==> src/rtl/gpr_seq_pkg.sv <==
// Shared opcodes, FSM state encoding and per-opcode step counts for the GPR transfer sequencer.
package gpr_seq_pkg;

    localparam logic [1:0] OP_MOV  = 2'b00;
    localparam logic [1:0] OP_LDI  = 2'b01;
    localparam logic [1:0] OP_ALU  = 2'b10;
    localparam logic [1:0] OP_SWAP = 2'b11;

    // The encoding doubles as the step number, so S<k> == k.
    typedef enum logic [1:0] {
        ST_IDLE = 2'd0,
        ST_S1   = 2'd1,
        ST_S2   = 2'd2,
        ST_S3   = 2'd3
    } state_e;

    function automatic logic [1:0] step_count(input logic [1:0] op);
        return ((op == OP_MOV) || (op == OP_LDI)) ? 2'd1 : 2'd3;
    endfunction

endpackage

==> src/rtl/gpr_xfer_seq_idx2onehot.sv <==
// Register-index to one-hot decoder with enable; out-of-range indices give all zeros.
module idx2onehot
    import gpr_seq_pkg::*;
#(
    parameter int IDX_W    = 2,
    parameter int NUM_REGS = 4
) (
    input  logic                en_i,
    input  logic [IDX_W-1:0]    idx_i,
    output logic [NUM_REGS-1:0] onehot_o
);

    // Compare against every legal index so that unused codes never set a bit.
    always_comb begin
        onehot_o = '0;
        for (int i = 0; i < NUM_REGS; i++) begin
            if (en_i && (32'(idx_i) == 32'(i))) begin
                onehot_o[i] = 1'b1;
            end
        end
    end

endmodule

==> src/rtl/gpr_xfer_seq.sv <==
// Register-transfer micro-sequencer: expands one command into 1-3 registered strobe steps.
//
//  state   | meaning
//  --------+---------------------------------------------------
//  ST_IDLE | waiting for a command, cmd_ready high
//  ST_S1   | first step strobes driven (last step for MOV/LDI)
//  ST_S2   | second step strobes driven (ALU/SWAP)
//  ST_S3   | third and final step strobes driven (ALU/SWAP)
module gpr_xfer_seq
    import gpr_seq_pkg::*;
#(
    parameter int NUM_REGS = 4,
    parameter int IDX_W    = 2
) (
    input  logic                clk,
    input  logic                reset_n,
    input  logic                cmd_valid,
    output logic                cmd_ready,
    input  logic [1:0]          cmd_op,
    input  logic [IDX_W-1:0]    cmd_rd,
    input  logic [IDX_W-1:0]    cmd_rs,
    input  logic [2:0]          cmd_alu,
    output logic [NUM_REGS-1:0] s_r,
    output logic [NUM_REGS-1:0] e_r,
    output logic                s_tmp,
    output logic                e_tmp,
    output logic                s_acc,
    output logic                e_acc,
    output logic                e_ext,
    output logic [2:0]          alu_fn,
    output logic                busy,
    output logic                done
);

    state_e              state_q, state_d;
    logic [1:0]          op_q, op_d;
    logic [IDX_W-1:0]    rd_q, rd_d;
    logic [IDX_W-1:0]    rs_q, rs_d;
    logic [2:0]          alu_fn_q, alu_fn_d;

    logic                accept;
    logic                set_en, en_en;
    logic [IDX_W-1:0]    set_idx, en_idx;
    logic [NUM_REGS-1:0] s_r_d, e_r_d;
    logic                s_tmp_d, e_tmp_d, s_acc_d, e_acc_d, e_ext_d;
    logic                busy_d, done_d;

    logic [NUM_REGS-1:0] s_r_q, e_r_q;
    logic                s_tmp_q, e_tmp_q, s_acc_q, e_acc_q, e_ext_q;
    logic                busy_q, done_q;

    assign accept = cmd_valid && (state_q == ST_IDLE);

    // Next state and command latch; on accept the *_d values already carry the new command.
    always_comb begin
        state_d  = state_q;
        op_d     = op_q;
        rd_d     = rd_q;
        rs_d     = rs_q;
        alu_fn_d = alu_fn_q;
        case (state_q)
            ST_IDLE: begin
                if (accept) begin
                    state_d = ST_S1;
                    op_d    = cmd_op;
                    rd_d    = cmd_rd;
                    rs_d    = cmd_rs;
                    if (cmd_op == OP_ALU) begin
                        alu_fn_d = cmd_alu;
                    end
                end
            end
            ST_S1:   state_d = (step_count(op_q) == 2'd1) ? ST_IDLE : ST_S2;
            ST_S2:   state_d = ST_S3;
            ST_S3:   state_d = ST_IDLE;
            default: state_d = ST_IDLE;
        endcase
    end

    // Strobes for the step about to be entered, so they appear registered in that step's cycle.
    always_comb begin
        set_en  = 1'b0;
        set_idx = rd_d;
        en_en   = 1'b0;
        en_idx  = rs_d;
        s_tmp_d = 1'b0;
        e_tmp_d = 1'b0;
        s_acc_d = 1'b0;
        e_acc_d = 1'b0;
        e_ext_d = 1'b0;
        case (state_d)
            ST_S1: begin
                case (op_d)
                    OP_MOV: begin
                        en_en  = 1'b1;
                        set_en = 1'b1;
                    end
                    OP_LDI: begin
                        e_ext_d = 1'b1;
                        set_en  = 1'b1;
                    end
                    OP_ALU: begin
                        en_en   = 1'b1;
                        s_tmp_d = 1'b1;
                    end
                    default: begin
                        en_en   = 1'b1;
                        en_idx  = rd_d;
                        s_tmp_d = 1'b1;
                    end
                endcase
            end
            ST_S2: begin
                if (op_d == OP_ALU) begin
                    en_en   = 1'b1;
                    en_idx  = rd_d;
                    s_acc_d = 1'b1;
                end else if (op_d == OP_SWAP) begin
                    en_en  = 1'b1;
                    set_en = 1'b1;
                end
            end
            ST_S3: begin
                if (op_d == OP_ALU) begin
                    e_acc_d = 1'b1;
                    set_en  = 1'b1;
                end else if (op_d == OP_SWAP) begin
                    e_tmp_d = 1'b1;
                    set_en  = 1'b1;
                    set_idx = rs_d;
                end
            end
            default: ;
        endcase
        busy_d = (state_d != ST_IDLE);
        done_d = (state_d != ST_IDLE) && (2'(state_d) == step_count(op_d));
    end

    idx2onehot #(.IDX_W(IDX_W), .NUM_REGS(NUM_REGS)) u_set_dec (
        .en_i     (set_en),
        .idx_i    (set_idx),
        .onehot_o (s_r_d)
    );

    idx2onehot #(.IDX_W(IDX_W), .NUM_REGS(NUM_REGS)) u_en_dec (
        .en_i     (en_en),
        .idx_i    (en_idx),
        .onehot_o (e_r_d)
    );

    // State, command latch and output registers; reset abandons any command in flight.
    always_ff @(posedge clk) begin
        if (!reset_n) begin
            state_q  <= ST_IDLE;
            op_q     <= OP_MOV;
            rd_q     <= '0;
            rs_q     <= '0;
            alu_fn_q <= '0;
            s_r_q    <= '0;
            e_r_q    <= '0;
            s_tmp_q  <= 1'b0;
            e_tmp_q  <= 1'b0;
            s_acc_q  <= 1'b0;
            e_acc_q  <= 1'b0;
            e_ext_q  <= 1'b0;
            busy_q   <= 1'b0;
            done_q   <= 1'b0;
        end else begin
            state_q  <= state_d;
            op_q     <= op_d;
            rd_q     <= rd_d;
            rs_q     <= rs_d;
            alu_fn_q <= alu_fn_d;
            s_r_q    <= s_r_d;
            e_r_q    <= e_r_d;
            s_tmp_q  <= s_tmp_d;
            e_tmp_q  <= e_tmp_d;
            s_acc_q  <= s_acc_d;
            e_acc_q  <= e_acc_d;
            e_ext_q  <= e_ext_d;
            busy_q   <= busy_d;
            done_q   <= done_d;
        end
    end

    assign cmd_ready = (state_q == ST_IDLE);
    assign s_r       = s_r_q;
    assign e_r       = e_r_q;
    assign s_tmp     = s_tmp_q;
    assign e_tmp     = e_tmp_q;
    assign s_acc     = s_acc_q;
    assign e_acc     = e_acc_q;
    assign e_ext     = e_ext_q;
    assign alu_fn    = alu_fn_q;
    assign busy      = busy_q;
    assign done      = done_q;

endmodule

==> config.mk <==
export PLATFORM = sky130hd
export DESIGN_NAME = gpr_xfer_seq
export DESIGN_NICKNAME = d
export VERILOG_FILES = /design/src/rtl/gpr_seq_pkg.sv /design/src/rtl/gpr_xfer_seq_idx2onehot.sv /design/src/rtl/gpr_xfer_seq.sv
export SDC_FILE = /design/constraint.sdc
export NUM_CORES = 1
export LEC_CHECK = 0
export ABC_CLOCK_PERIOD_IN_PS = 2800
export BUFFER_PORTS_ARGS = -buffer_cell sky130_fd_sc_hd__buf_2
export CAP_MARGIN = 20
export CORE_MARGIN = 2
export CORE_UTILIZATION = 47
export DETAILED_ROUTE_END_ITERATION = 10
export MAX_ROUTING_LAYER = met4
export PLACE_DENSITY_LB_ADDON = 0.15
export SKIP_CTS_REPAIR_TIMING = 1
export SLEW_MARGIN = 25
export SYNTH_ARGS = -nofsm -noshare
export SYNTH_HDL_FRONTEND = slang
export SYNTH_SLANG_ARGS = --single-unit
==> constraint.sdc <==
create_clock -name clk -period 2.8 [get_ports clk]
set_clock_uncertainty 0.15 [all_clocks]
set_input_delay 0.56 -clock clk [delete_from_list [all_inputs] [get_ports clk]]
set_output_delay 0.56 -clock clk [all_outputs]
set_load 0.02 [all_outputs]
==> After elaboration in Yosys (flattened, before gate mapping) <==
Cells that the tools add are included.
{ "totals": {"in_bits": 12, "ff_bits": 26, "out_inout_bits": 19, "word_cells": 92} }
{ "op_classes": {"n_eq_ne": 19, "n_reduce_logical": 24, "n_mux": 35} }
{ "op_table": {"columns": ["cell", "n"], "rows": [
  ["two-way mux 2 bit", 15],
  ["== test 2 bit (second input constant)", 11],
  ["two-way mux 1 bit", 16],
  ["== test 2 x 1 -> 1 bit (second input constant)", 7],
  ["logical AND 1 bit", 10],
  ["zero test 2 bit", 5],
  ["one-hot mux 2 bit (4 select lines)", 1],
  ["AND reduction 2 bit", 3],
  ["one-hot mux 2 bit (2 select lines)", 1],
  ["one-hot mux 1 bit (3 select lines)", 1],
  ["AND reduction 3 bit", 1],
  ["OR reduction 3 bit", 1],
  ["== test 2 bit", 1],
  ["logical OR 1 bit", 2],
  ["one-hot mux 1 bit (2 select lines)", 1],
  ["nonzero test 2 bit", 1],
  ["OR reduction 2 bit", 1]
]} }

==> Depth between registers and ports, before layout <==
{ "depth": {"depth_word": 11, "ltp_mapped": 9, "mapped_depth_nobuf": 8} }

==> By module <==
Synthesis repeated with hierarchy kept, for this count alone.
{ "unflattened": {"hier_cells": 123, "area_unflattened_um2": 1228.7} }
{ "by_module_without_submodules": {"columns": ["module", "area_per_inst_um2", "seq_area_each_um2", "cells_each", "instances"], "rows": [
  ["gpr_xfer_seq", 1153.6, 520.5, 115, 1],
  ["idx2onehot", 37.5, 0.0, 4, 2]
]} }

==> Worst setup path after synthesis <==
Ideal clock, no wire load.
{ "synth_path": {"path_type": "register to register", "from": "register state_q[0]", "to": "register e_r_q[2] (netlist: e_r[2])", "n_path_buf": 1, "path_slack_ps": 148, "setup_time_ps": 100, "t_required_ps": 2550, "path_stages_with_launch": 10, "arrival_time_ps": 2402, "path_cell_list": "dfxtp_1 -> buf_2 -> nand2_1 -> mux2i_1 -> inv_1 -> ha_1 -> or4bb_1 -> o211ai_1 -> a21oi_1 -> a2111oi_4"} }
{ "synth_via": {"word_cells_on_any_way": 30} }
{ "synth_rtl": {"columns": ["element", "line", "text"], "rows": [
  ["start: declaration", "gpr_xfer_seq.sv:35", "state_e state_q, state_d;"],
  ["start signal: assignment", "gpr_xfer_seq.sv:169", "state_q <= state_d;"],
  ["zero test 2 bit", "gpr_xfer_seq.sv:52, gpr_xfer_seq.sv:61", null],
  ["logical AND 1 bit", "gpr_xfer_seq.sv:52", "assign accept = cmd_valid && (state_q == ST_IDLE);"],
  ["two-way mux 2 bit", "gpr_xfer_seq.sv:63", "if (accept) begin"],
  ["one-hot mux 2 bit (4 select lines) (*)", "gpr_xfer_seq.sv:61", "case (state_q)"],
  ["via state_d[1]", "gpr_xfer_seq.sv:35", null],
  ["== test 2 bit or == test 2 x 1 -> 1 bit (tied branches)", "gpr_xfer_seq.sv:91", "case (state_d)"],
  ["one-hot mux 2 bit (2 select lines)", "gpr_xfer_seq.sv:91", null],
  ["== test 2 bit", "gpr_xfer_seq_idx2onehot.sv:17", "if (en_i && (32'(idx_i) == 32'(i))) begin"],
  ["logical AND 1 bit (*)", "gpr_xfer_seq_idx2onehot.sv:17", null],
  ["two-way mux 1 bit (*)", "gpr_xfer_seq_idx2onehot.sv:17", null],
  ["end signal: assignment", "gpr_xfer_seq.sv:175", "e_r_q <= e_r_d;"],
  ["end: declaration", "gpr_xfer_seq.sv:48", "logic [NUM_REGS-1:0] s_r_q, e_r_q;"]
]} }
Mark *: on every way through the listed nets, which the timed path passes. The rest lies on a longest branch.
A chain may end at the register's enable or synchronous reset.

==> Worst setup path after layout <==
Ends and elaborated chain as after synthesis.

==> out/metrics.cfg <==
[status]
outcome = finished clean

[sta]
tightest_slew_ps = 376.3
final_max_slew_viol_count = 0
hold_viol = 0
relSlewSlack = 0.7419
finalCriticalPeriod_ps = 2510
worst_slack_ps = 289.5
fmax_mhz = 398.3
period_share = 0.8966
setup_tns_ps = 0
rsz0062_at_grt = false
finalSetupViolCount = 0

[floorplan]
die-area_mm2 = 0.003205
initial_core_util = 0.4844
dieHeight_um = 56.62
die_w_um = 56.62
num_io_pins = 31
num_rows = 19
core_area_mm2 = 0.002686

[routing]
wl_met3_um = 101
dr.pass1.iters = 4
top_layer = met4
antenna_left = 0
vias_per_cell = 5.474
met1_length_um = 1243
drt_wl_total_um = 2617
routed-wl-met2_um = 1243
drc = 0
drt_iter0_drc = 12
wl_per_cell_um = 13.77
vias = 1040

[clock_network]
insertion_delay_ps = 320
clk_path_buf_depth = 2
cts_tree = yes
clkSinkCount = 26
cts-root-buf = clkbuf_4
path_clk_slew_ps = 140
cts_buffers = 3
h-tree-depth = 1

[pwr]
clkPwrFrac = 0.319
p_int_uw = 592.6
power_frac_seq = 0.493
p_sw_frac = 0.2524
switchingPower_uw = 200.1
p_per_area_mw_per_mm2 = 504.4
power.leakage_uw = 0.0007115
total_power_uw = 792.6
ir_worst_vdd_uv = 368.1
power_frac_comb = 0.188

[synthesis]
ys.flop_type = dfxtp_1
synth_seq_cells = 26
synth_area_mm2 = 0.001301
synth_edf_count = 0
synth_fp_nets = 138
async_flop_share = 0
syn_inst = 121
ys_seq_area_frac = 0.4000
yosys_warnings = 0
ys_types = 46
synth_area_per_cell_um2 = 10.75

[placed_design]
port_buffers = 30
hpwl_um = 2063
routabilityCongestion = 0.8115
pre_cts_ws_ps = 17.59
placed_cell_area_mm2 = 0.001519

[finish]
fin_area_mm2 = 0.001572
antenna_cells = 0
area_growth_syn_to_layout_pct = 20.77
drive_gt1_frac = 0.3522
nNetsFinal = 177

[min_path]
holdPathStages = 3
hp-class = input pin to register

[worst_setup_path]
crit_required_ps = 2880
cp-end-kind = register
worstSetupStartpointType = register
path_max_fanout = 5
regToRegSetupSlack_ps = 290
reg2regPathDepth = 8
arrival_ps = 2600
critical_path_class = register to register

[global_route]
grt_antenna_before_repair = 0
grt_pass1_vias = 993
grt_max_degree = 16
grt_first_pass_wirelength_um = 4298
grt_overflow = 0
grtUsageTotal = 0.1760

[run]
timing.max_cap.violations = 0

==> state kept, by name, summed over array words and instances, names as in the netlist <==
signal and flops:
done 1, e_acc 1, e_r 4, s_r 4, s_tmp 1, e_ext 1
rd_q 2, op_q 2, e_tmp 1, alu_fn 3, s_acc 1, rs_q 2
busy 1, state_q 2
==> final timing paths <==
check | from | endpoint
setup reg to reg | state_q[0]$_SDFF_PN0_ | e_r[2]$_SDFF_PN0_
hold / removal | cmd_alu[2] | alu_fn[2]$_SDFFE_PN0P_
setup / recovery | state_q[0]$_SDFF_PN0_ | e_r[2]$_SDFF_PN0_
hold reg to reg | alu_fn[0]$_SDFFE_PN0P_ | alu_fn[0]$_SDFFE_PN0P_
==> metal layers <==
layer  GRT usage  vias to the layer above
li1            -                      525
met1      0.2193                      486
met2      0.2924                       25
met3     0.02995                        4
met4     0.05102                        0
met5           -                        -
==> synthesized netlist by cell type (all sizes together), types with 3 or more instances <==
library cell | number | area share
a21boi | 4 | 0.023
a21oi | 3 | 0.020
and2 | 3 | 0.014
and3 | 4 | 0.019
buf | 3 | 0.021
dfxtp | 26 | 0.40
ha | 5 | 0.048
inv | 3 | 0.0087
mux2i | 9 | 0.069
nand2 | 6 | 0.017
nor2b | 8 | 0.038
nor3 | 4 | 0.015
o211ai | 3 | 0.028
o22ai | 3 | 0.014
==> stage by stage <==
| stage | utilization | hold slack (ps) | std cells |
|---|---|---|---|
| 2_1_floorplan | - | 338.0 | 121 |
| 5_1_grt | 0.5850 | 349.1 | 190 |
| 6_report | 0.5850 | 341.4 | 190 |
| 3_5_place_dp | 0.5654 | 367.0 | 186 |
| 4_1_cts | 0.5850 | 339.9 | 190 |
| 3_3_place_gp | 0.5654 | 345.2 | 186 |
==> worst max-delay path, cell delays in order (launching register included) <==
cell and delay, ps:
dfxtp_1 400, nand2_1 70, mux2i_1 180, inv_1 130
ha_1 360, or4bb_1 480, o211ai_1 210, a21oi_1 170
a2111oi_4 270
==> cell usage in the layout, fill, tap and decap left out, types with 2 or more instances in the layout <==
cell type / n
a21boi_0: 4
a21o_1: 2
a21oi_1: 2
and2_1: 3
and3_1: 4
and4bb_2: 2
buf_2: 30
buf_4: 8
clkbuf_4: 3
dfxtp_1: 26
ha_1: 5
inv_1: 3
mux2_2: 2
mux2i_1: 9
nand2_1: 6
nand3_1: 2
nor2_1: 2
nor2b_1: 8
nor3_1: 4
o211ai_1: 2
o21a_1: 2
o21ai_0: 2
o22a_1: 2
o22ai_1: 3
==> kinds of logic (layout without fill, tap and decap cells) <==
logic type,count (synthesis),count (layout),share of synthesized area
AOI/OAI and AO/OA,29,29,0.2048
muxes,11,11,0.08654
DFF,26,26,0.4000
xor gates and xnor gates,1,1,0.006732
and+or+nand+nor,42,42,0.2212
buffers and inverters,7,45,0.03268
adders and majority gates,5,5,0.04808
==> layout make-up <==
cell class                 count  area (um2)
fill                         238        1115
clock inverter                 1       30.03
inverter                       3       11.26
sequential                    26       520.5
multi-input combinational     88       738.2
timing repair buffer          38       210.2
tap                           31       38.79
clock buffer                   3       22.52
==> power groups by stage <==
stage | Clock, uW | Combinational (uW) | Sequential [uW]
floorplan | 0 | 95.4 | 407
global placement | 0 | 145 | 398
detailed placement | 0 | 148 | 399
CTS | 264 | 149 | 391
global route | 274 | 163 | 392
finish | 253 | 149 | 391
Power figures use the tool's default switching activity.
